File: src/rtl/fifo_pkg.sv
// Shared FIFO definitions: depth helper, pointer type and Gray conversions
// (the conversions are shared with the dual-clock FIFO).
package fifo_pkg;

    localparam int ADDR_SIZE  = 4;
    localparam int DATA_WIDTH = 8;
    localparam int DEPTH      = 1 << ADDR_SIZE;

    typedef logic [ADDR_SIZE:0] ptr_t;

    function automatic ptr_t bin2gray(input ptr_t b);
        return b ^ (b >> 1);
    endfunction

    function automatic ptr_t gray2bin(input ptr_t g);
        ptr_t b;
        b[ADDR_SIZE] = g[ADDR_SIZE];
        for (int i = ADDR_SIZE - 1; i >= 0; i--) begin
            b[i] = b[i+1] ^ g[i];
        end
        return b;
    endfunction

endpackage

File: src/rtl/sync_fifo_ctrl_if.sv
// Producer/consumer handshake and status bundle of the single-clock FIFO.
interface sync_fifo_ctrl_if #(
    parameter int addr_size  = 4,
    parameter int data_width = 8
);
    logic                  winc;
    logic [data_width-1:0] wdata;
    logic                  rinc;
    logic [data_width-1:0] rdata;
    logic                  wfull;
    logic                  rempty;
    logic                  almost_full;
    logic                  almost_empty;
    logic [addr_size:0]    count;
    logic [addr_size-1:0]  waddr;
    logic [addr_size-1:0]  raddr;
    logic                  overflow;
    logic                  underflow;

    modport master (
        output winc, wdata, rinc,
        input  rdata, wfull, rempty, almost_full, almost_empty,
               count, waddr, raddr, overflow, underflow
    );

    modport slave (
        input  winc, wdata, rinc,
        output rdata, wfull, rempty, almost_full, almost_empty,
               count, waddr, raddr, overflow, underflow
    );
endinterface

File: src/rtl/fifo_mem.sv
// Dual-port register array: synchronous write, asynchronous read, no reset.
module fifo_mem #(
    parameter int addr_size  = 4,
    parameter int data_width = 8
) (
    input  logic                  clk,
    input  logic                  we,
    input  logic [addr_size-1:0]  waddr,
    input  logic [data_width-1:0] wdata,
    input  logic [addr_size-1:0]  raddr,
    output logic [data_width-1:0] rdata
);
    localparam int depth = 1 << addr_size;

    logic [data_width-1:0] mem_q [depth];

    always_ff @(posedge clk) begin
        if (we) begin
            mem_q[waddr] <= wdata;
        end
    end

    assign rdata = mem_q[raddr];
endmodule

File: src/rtl/sync_fifo_ctrl.sv
// Single-clock FIFO controller: binary pointers, registered flags/count, overflow/underflow pulses.
// Define SYNC_FIFO_FWFT_EN for first-word fall-through read data.
module sync_fifo_ctrl
    import fifo_pkg::*;
#(
    parameter int addr_size  = ADDR_SIZE,
    parameter int data_width = DATA_WIDTH,
    parameter int af_level   = 14,
    parameter int ae_level   = 2
) (
    input  logic           clk,
    input  logic           rst,
    sync_fifo_ctrl_if.slave bus
);
    localparam logic [addr_size:0] af_thr = af_level[addr_size:0];
    localparam logic [addr_size:0] ae_thr = ae_level[addr_size:0];

    logic [addr_size:0]    wptr_q, wptr_d, rptr_q, rptr_d, count_q, count_d;
    logic                  wfull_q, wfull_d, rempty_q, rempty_d;
    logic                  af_q, af_d, ae_q, ae_d;
    logic                  ovf_q, ovf_d, unf_q, unf_d;
    logic                  wr_acc, rd_acc;
    logic [data_width-1:0] mem_rdata;

    // Accepts use the flags registered before the edge.
    always_comb begin
        wr_acc   = bus.winc & ~wfull_q;
        rd_acc   = bus.rinc & ~rempty_q;
        wptr_d   = wptr_q + {{addr_size{1'b0}}, wr_acc};
        rptr_d   = rptr_q + {{addr_size{1'b0}}, rd_acc};
        wfull_d  = (wptr_d == {~rptr_d[addr_size], rptr_d[addr_size-1:0]});
        rempty_d = (wptr_d == rptr_d);
        count_d  = wptr_d - rptr_d;
        af_d     = (count_d >= af_thr);
        ae_d     = (count_d <= ae_thr);
        ovf_d    = bus.winc & wfull_q;
        unf_d    = bus.rinc & rempty_q;
    end

    always_ff @(posedge clk) begin
        if (rst) begin
            wptr_q   <= '0;
            rptr_q   <= '0;
            count_q  <= '0;
            wfull_q  <= 1'b0;
            rempty_q <= 1'b1;
            af_q     <= 1'b0;
            ae_q     <= 1'b1;
            ovf_q    <= 1'b0;
            unf_q    <= 1'b0;
        end else begin
            wptr_q   <= wptr_d;
            rptr_q   <= rptr_d;
            count_q  <= count_d;
            wfull_q  <= wfull_d;
            rempty_q <= rempty_d;
            af_q     <= af_d;
            ae_q     <= ae_d;
            ovf_q    <= ovf_d;
            unf_q    <= unf_d;
        end
    end

    fifo_mem #(
        .addr_size  (addr_size),
        .data_width (data_width)
    ) u_mem (
        .clk   (clk),
        .we    (wr_acc & ~rst),
        .waddr (wptr_q[addr_size-1:0]),
        .wdata (bus.wdata),
        .raddr (rptr_q[addr_size-1:0]),
        .rdata (mem_rdata)
    );

`ifdef SYNC_FIFO_FWFT_EN
    // Head word is visible whenever the FIFO is non-empty.
    assign bus.rdata = mem_rdata;
`else
    logic [data_width-1:0] rdata_q, rdata_d;

    always_comb begin
        rdata_d = rd_acc ? mem_rdata : rdata_q;
    end

    always_ff @(posedge clk) begin
        if (rst) begin
            rdata_q <= '0;
        end else begin
            rdata_q <= rdata_d;
        end
    end

    assign bus.rdata = rdata_q;
`endif

    assign bus.wfull        = wfull_q;
    assign bus.rempty       = rempty_q;
    assign bus.almost_full  = af_q;
    assign bus.almost_empty = ae_q;
    assign bus.count        = count_q;
    assign bus.waddr        = wptr_q[addr_size-1:0];
    assign bus.raddr        = rptr_q[addr_size-1:0];
    assign bus.overflow     = ovf_q;
    assign bus.underflow    = unf_q;
endmodule
File: src/flat_wrapper.sv
// flat-port wrapper written by rule: the top's interface ports become plain ports
module sync_fifo_ctrl_flat import fifo_pkg::*;
#(
    parameter int addr_size  = ADDR_SIZE,
    parameter int data_width = DATA_WIDTH,
    parameter int af_level   = 14,
    parameter int ae_level   = 2
)
  (clk, rst, bus_winc, bus_wdata, bus_rinc, bus_rdata, bus_wfull, bus_rempty, bus_almost_full, bus_almost_empty, bus_count, bus_waddr, bus_raddr, bus_overflow, bus_underflow);
  sync_fifo_ctrl_if #(.addr_size(addr_size), .data_width(data_width)) bus_i ();
  input  logic clk;
  input  logic rst;
  input wire logic [$bits(bus_i.winc)-1:0] bus_winc;
  input wire logic [$bits(bus_i.wdata)-1:0] bus_wdata;
  input wire logic [$bits(bus_i.rinc)-1:0] bus_rinc;
  output wire logic [$bits(bus_i.rdata)-1:0] bus_rdata;
  output wire logic [$bits(bus_i.wfull)-1:0] bus_wfull;
  output wire logic [$bits(bus_i.rempty)-1:0] bus_rempty;
  output wire logic [$bits(bus_i.almost_full)-1:0] bus_almost_full;
  output wire logic [$bits(bus_i.almost_empty)-1:0] bus_almost_empty;
  output wire logic [$bits(bus_i.count)-1:0] bus_count;
  output wire logic [$bits(bus_i.waddr)-1:0] bus_waddr;
  output wire logic [$bits(bus_i.raddr)-1:0] bus_raddr;
  output wire logic [$bits(bus_i.overflow)-1:0] bus_overflow;
  output wire logic [$bits(bus_i.underflow)-1:0] bus_underflow;
  assign bus_i.winc = bus_winc;
  assign bus_i.wdata = bus_wdata;
  assign bus_i.rinc = bus_rinc;
  assign bus_rdata = bus_i.rdata;
  assign bus_wfull = bus_i.wfull;
  assign bus_rempty = bus_i.rempty;
  assign bus_almost_full = bus_i.almost_full;
  assign bus_almost_empty = bus_i.almost_empty;
  assign bus_count = bus_i.count;
  assign bus_waddr = bus_i.waddr;
  assign bus_raddr = bus_i.raddr;
  assign bus_overflow = bus_i.overflow;
  assign bus_underflow = bus_i.underflow;
  sync_fifo_ctrl #(.addr_size(addr_size), .data_width(data_width), .af_level(af_level), .ae_level(ae_level)) u_core (.clk(clk), .rst(rst), .bus(bus_i));
endmodule
File: config.mk
export PLATFORM = sky130hd
export DESIGN_NAME = sync_fifo_ctrl_flat
export DESIGN_NICKNAME = d
export VERILOG_FILES = /design/src/rtl/fifo_pkg.sv /design/src/rtl/sync_fifo_ctrl_if.sv /design/src/rtl/fifo_mem.sv /design/src/rtl/sync_fifo_ctrl.sv /design/src/flat_wrapper.sv
export SDC_FILE = /design/constraint.sdc
export NUM_CORES = 1
export LEC_CHECK = 0
export BUFFER_PORTS_ARGS = -buffer_cell sky130_fd_sc_hd__buf_2
export CORE_ASPECT_RATIO = 0.5
export CORE_MARGIN = 2
export CORE_UTILIZATION = 30
export DETAILED_ROUTE_END_ITERATION = 8
export PLACE_DENSITY = 0.56
export REMOVE_ABC_BUFFERS = 1
export SETUP_SLACK_MARGIN = 0.2
export SLEW_MARGIN = 25
export SYNTH_ARGS = -nofsm -noshare
export SYNTH_HDL_FRONTEND = slang
export SYNTH_SLANG_ARGS = --single-unit
File: constraint.sdc
create_clock -name clk -period 2.3 [get_ports clk]
set_input_delay 0.115 -clock clk [delete_from_list [all_inputs] [get_ports clk]]
set_output_delay 0.115 -clock clk [all_outputs]
set_load 0.01 [all_outputs]
-- Yosys cells after proc, flatten, opt, wreduce, memory -nomap -nowiden
Memory sizes are Yosys's and may differ from the RTL's. A register that Yosys moved wholly into a read port is not among the register bits.
Cells that the tools add are included.
- register bits after elaboration: 21
- memory bits (writable): 128
- bits of input ports: 12
- logic and storage cells: 28
- memories kept: 1
- memories (name ; depth ; width ; rd ports ; clocked after memory_dff ; wr ports ; line ; source):
    u_core.u_mem.mem_q ; 16 ; 8 ; 1 ; 1 ; 1 ; fifo_mem.sv:15 ; logic [data_width-1:0] mem_q [depth];
- $add $sub $neg: 3
- $lt $le $gt $ge: 2
- eq/ne operators: 2
- muxes and demuxes: 2
- bitwise gates (word level): 9
- operators with widths (operator ; count):
    5-bit by 1-bit adder with 5-bit output ; 2
    5-bit equality test ; 2
    1-bit AND ; 5
    5-bit by 4-bit >= comparator with 1-bit output, second input constant ; 1
    5-bit by 2-bit <= comparator with 1-bit output, second input constant ; 1
    5-bit subtractor ; 1
    1-bit NOT ; 4
    1-bit 2-to-1 mux ; 2

-- Longest topological paths before layout
- depth in word-level cells: 5
- gate-level depth with buffers: 11
- mapped depth without buffers: 10

-- By module
Synthesis repeated with hierarchy kept, for this count alone.
- cells, all modules: 353
- area total of the unflattened synthesis: 6223.5 sq um
- modules (own cells, without submodules) (module ; times used ; cells an instance ; area each (sq um)):
    fifo_mem ; 1 ; 221 ; 4987.3
    sync_fifo_ctrl ; 1 ; 132 ; 1236.2

-- Least setup slack after synthesis
Ideal clock, no wire load.
- path kind: reg-to-reg
- from: reg u_core.wfull_q, in the netlist u_core.bus.wfull
- to: reg u_core.ae_q, in the netlist u_core.bus.almost_empty
- library setup time: 0.116 ns
- arrival time: 2.546 ns
- required time: 2.184 ns
- slack: -0.362 ns
- cell stages (with the launch flop): 11
- buffers on the path: 0
- period minus slack after synthesis: 2.662 ns
- cells stage by stage: dfxtp_1 -> nor2b_1 -> and2_1 -> ha_1 -> xor2_1 -> ha_1 -> a31o_1 -> o32a_1 -> a311oi_2 -> o21ai_1 -> a41o_1
- longest elaborated chain between the ends: 5
- RTL lines (item ; line ; source):
    start: declaration ; sync_fifo_ctrl.sv:19 ; logic wfull_q, wfull_d, rempty_q, rempty_d;
    start signal: assignment ; sync_fifo_ctrl.sv:55 ; wfull_q <= wfull_d;
    1-bit NOT ; sync_fifo_ctrl.sv:27 ; wr_acc = bus.winc & ~wfull_q;
    1-bit AND ; sync_fifo_ctrl.sv:27 ;
    5-bit by 1-bit adder with 5-bit output ; sync_fifo_ctrl.sv:29 ; wptr_d = wptr_q + {{addr_size{1'b0}}, wr_acc};
    named net u_core.wptr_d[1] ; sync_fifo_ctrl.sv:18 ; logic [addr_size:0] wptr_q, wptr_d, rptr_q, rptr_d, count_q, count_d;
    5-bit subtractor ; sync_fifo_ctrl.sv:33 ; count_d = wptr_d - rptr_d;
    5-bit by 2-bit <= comparator with 1-bit output ; sync_fifo_ctrl.sv:35 ; ae_d = (count_d <= ae_thr);
    end signal: assignment ; sync_fifo_ctrl.sv:48 ; ae_q <= 1'b1;
    end signal: assignment ; sync_fifo_ctrl.sv:58 ; ae_q <= ae_d;
    end: declaration ; sync_fifo_ctrl.sv:20 ; logic af_q, af_d, ae_q, ae_d;
The timed path passes the listed nets, and every way through them passes these cells.
A chain may end at the register's enable or synchronous reset.

-- Final worst setup path
Same ends and word-level chain as after synthesis.

==> impl_metrics.tcl <==
set metrics [dict create \
    nets 449 \
    track_usage 0.126 \
    grt_start_max_net_pins 36 \
    place_congestion 0.744 \
    critical_path_class "reg -> reg" \
    start_util 0.306 \
    post-route-period-util 1.06 \
    cts.path.max_buffers 2 \
    antenna_found_initial 0 \
    worst_hold_slack_ns 0.0654 \
    worst_slew_pin_slew_ns 0.980 \
    clk_pin_slew_ns 0.06 \
    grt-ovfl-total 0 \
    drv_slew 0 \
    hold_viol 0 \
    grt_pass1_wl_um 20100 \
    ant_nets 0 \
    power_w 0.00698 \
    yosysWarnings 0 \
    syn_to_final_growth_pct 24.7 \
    cts-buffers-inserted 17 \
    wl_um 13400 \
    cts.sinks 157 \
    synthDistinctLibCells 52 \
    synth_edf_count 128 \
    cp_max_fo 3 \
    fmax_mhz 410 \
    die_y_um 107 \
    fp.dieW_um 209 \
    slew_headroom 0.345 \
    worstSkewPairLatency_ns 0.43 \
    wl_per_cell_um 18.6 \
    synth.avg_cell_area_sq_um 17.8 \
    async_flop_share 0 \
    cts_max_level 4 \
    fin_util 0.382 \
    drt_pass1_iterations 4 \
    cts-root-buf "clkbuf_16" \
    yosys_register_bits 157 \
    maxCapViolations 0 \
    crit_path_end_kind "register" \
    portBuffers 38 \
    n_antenna_cell 0 \
    ys_seq_area_frac 0.701 \
    place_ws_ns -0.203 \
    startpoint_type "register" \
    crit_required_ns 2.62 \
    syn_inst 355 \
    setup_slack_ns -0.139 \
    synth_flop_cell "edfxtp_1" \
    final_common_cell "edfxtp_1" \
    drt_iter0_markers 266 \
    dp_hpwl_um 8710 \
    violations "setup timing" \
    ir_drop_mv 0.372 \
    status "complete, but fails checks" \
    num_io_pins 39 \
    finClkSkew_ns 0.00849 \
    grt_pass1_vias 3324 \
    hold_class "in -> reg" \
    p_leak_nw 2.65 \
    rsz0062_at_grt "yes" \
    fin_crit_ns 2.44 \
    core-area_sq_mm 0.0206 \
    powerDensity_mw_per_mm2 887 \
    drc_errors 0 \
    syn_area_sq_mm 0.00631 \
    final_cell_mix "128 x edfxtp_1, 41 x buf_4, 40 x mux4_2, 38 x buf_2, 26 x dfxtp_1" \
    fin_area_sq_mm 0.00787 \
    arrival_ns 2.76 \
    drive_gt1_frac 0.436 \
    tritoncts "done" \
    vias 3367 \
    setup_viol 3 \
    die_area_sq_mm 0.0223 \
    place_area_sq_mm 0.00698 \
    rows 37 \
    viasPerCell 4.68 \
]
==> worst max-delay path, stage by stage, from the launching register on <==
cell	delay [ns]
dfxtp_2	0.32
nor2b_2	0.12
and2_4	0.16
ha_4	0.20
xor2_2	0.18
ha_2	0.19
a31o_1	0.18
o32a_1	0.32
a311oi_2	0.36
o21ai_2	0.11
a41o_1	0.21
==> stage by stage <==
stage / std cells / TNS (ns)
6_report: 720 / -0.327
5_1_grt: 720 / -0.601
4_1_cts: 712 / -0.182
3_5_place_dp: 677 / -0.484
3_3_place_gp: 677 / -0.345
2_1_floorplan: 329 / -13.30
==> synth_stat cells, types with 2 or more instances <==
cell type | instances | area share
a21oi_1 | 13 | 0.010
buf_2 | 4 | 0.0032
buf_4 | 12 | 0.014
clkbuf_1 | 8 | 0.0048
dfxtp_1 | 29 | 0.092
edfxtp_1 | 128 | 0.61
ha_1 | 3 | 0.0060
inv_1 | 4 | 0.0024
mux4_2 | 40 | 0.14
nand2_1 | 24 | 0.014
nand2b_1 | 4 | 0.0040
nand3_1 | 3 | 0.0024
nand4_1 | 2 | 0.0020
nor2_1 | 24 | 0.014
nor2b_1 | 7 | 0.0069
nor3_1 | 6 | 0.0048
o211ai_1 | 2 | 0.0024
xnor2_1 | 6 | 0.0083
xor2_1 | 3 | 0.0042
==> cells by family after synthesis <==
logic type / share of synthesized area
mux: 0.143
buf+inv: 0.0270
fa+ha+maj: 0.00595
flops: 0.701
simple gates: 0.0657
xor+xnor: 0.0220
compound gates: 0.0353
==> cell type report <==
class	count	area, sq um
clock inverters	15	195
repair buffers	86	634
inverters	4	15.0
flip-flops and latches	157	4430
multi-input cells	168	1830
clock buffers	17	425
fillers	1883	12700
well taps	273	342
==> worst paths after layout <==
path,startpoint,end,slack [ns],depth (start not counted)
worst min-delay path,rst,u_core.wptr_q[4],0.07,2
worst max-delay path,u_core.bus.wfull,u_core.bus.almost_empty,-0.14,10
worst max register to register,u_core.bus.wfull,u_core.bus.almost_empty,-0.14,10
worst min register to register,u_core.bus.rdata[5],u_core.bus.rdata[5],0.46,2
==> power by group <==
part,switching [W],internal [W]
logic,0.000415,0.000445
registers,0.0000346,0.00314
clock network,0.00119,0.00175
total,0.00164,0.00533
==> repair_timing <==
action / 4_1_cts / 5_1_grt
gates resized for setup: 10 / 21
setup buffers: 1 / 7
endpoints found under the hold margin: 1 / 0
gates cloned: 1 / 1
hold buffers: 1 / 0
pin swaps: 2 / 2
setup endpoints to repair: 5 / 13
==> routing by layer <==
metal	share of wire	vias up	track usage
met5	0	-	0
met4	0.013	0	0.0485
met3	0.056	14	0.0408
met2	0.49	85	0.199
met1	0.44	1716	0.163
li1	-	1552	-
==> registers in the layout, summed over array words and instances, names as in the netlist <==
name / cells
u_core.bus.underflow: 1
u_core.bus.count: 5
u_core.bus.almost_full: 1
u_core.bus.almost_empty: 1
u_core.u_mem.mem_q: 128
u_core.bus.rempty: 1
u_core.bus.rdata: 8
u_core.bus.overflow: 1
u_core.rptr_q: 5
u_core.wptr_q: 5
u_core.bus.wfull: 1
Power figures use the tool's default switching activity.
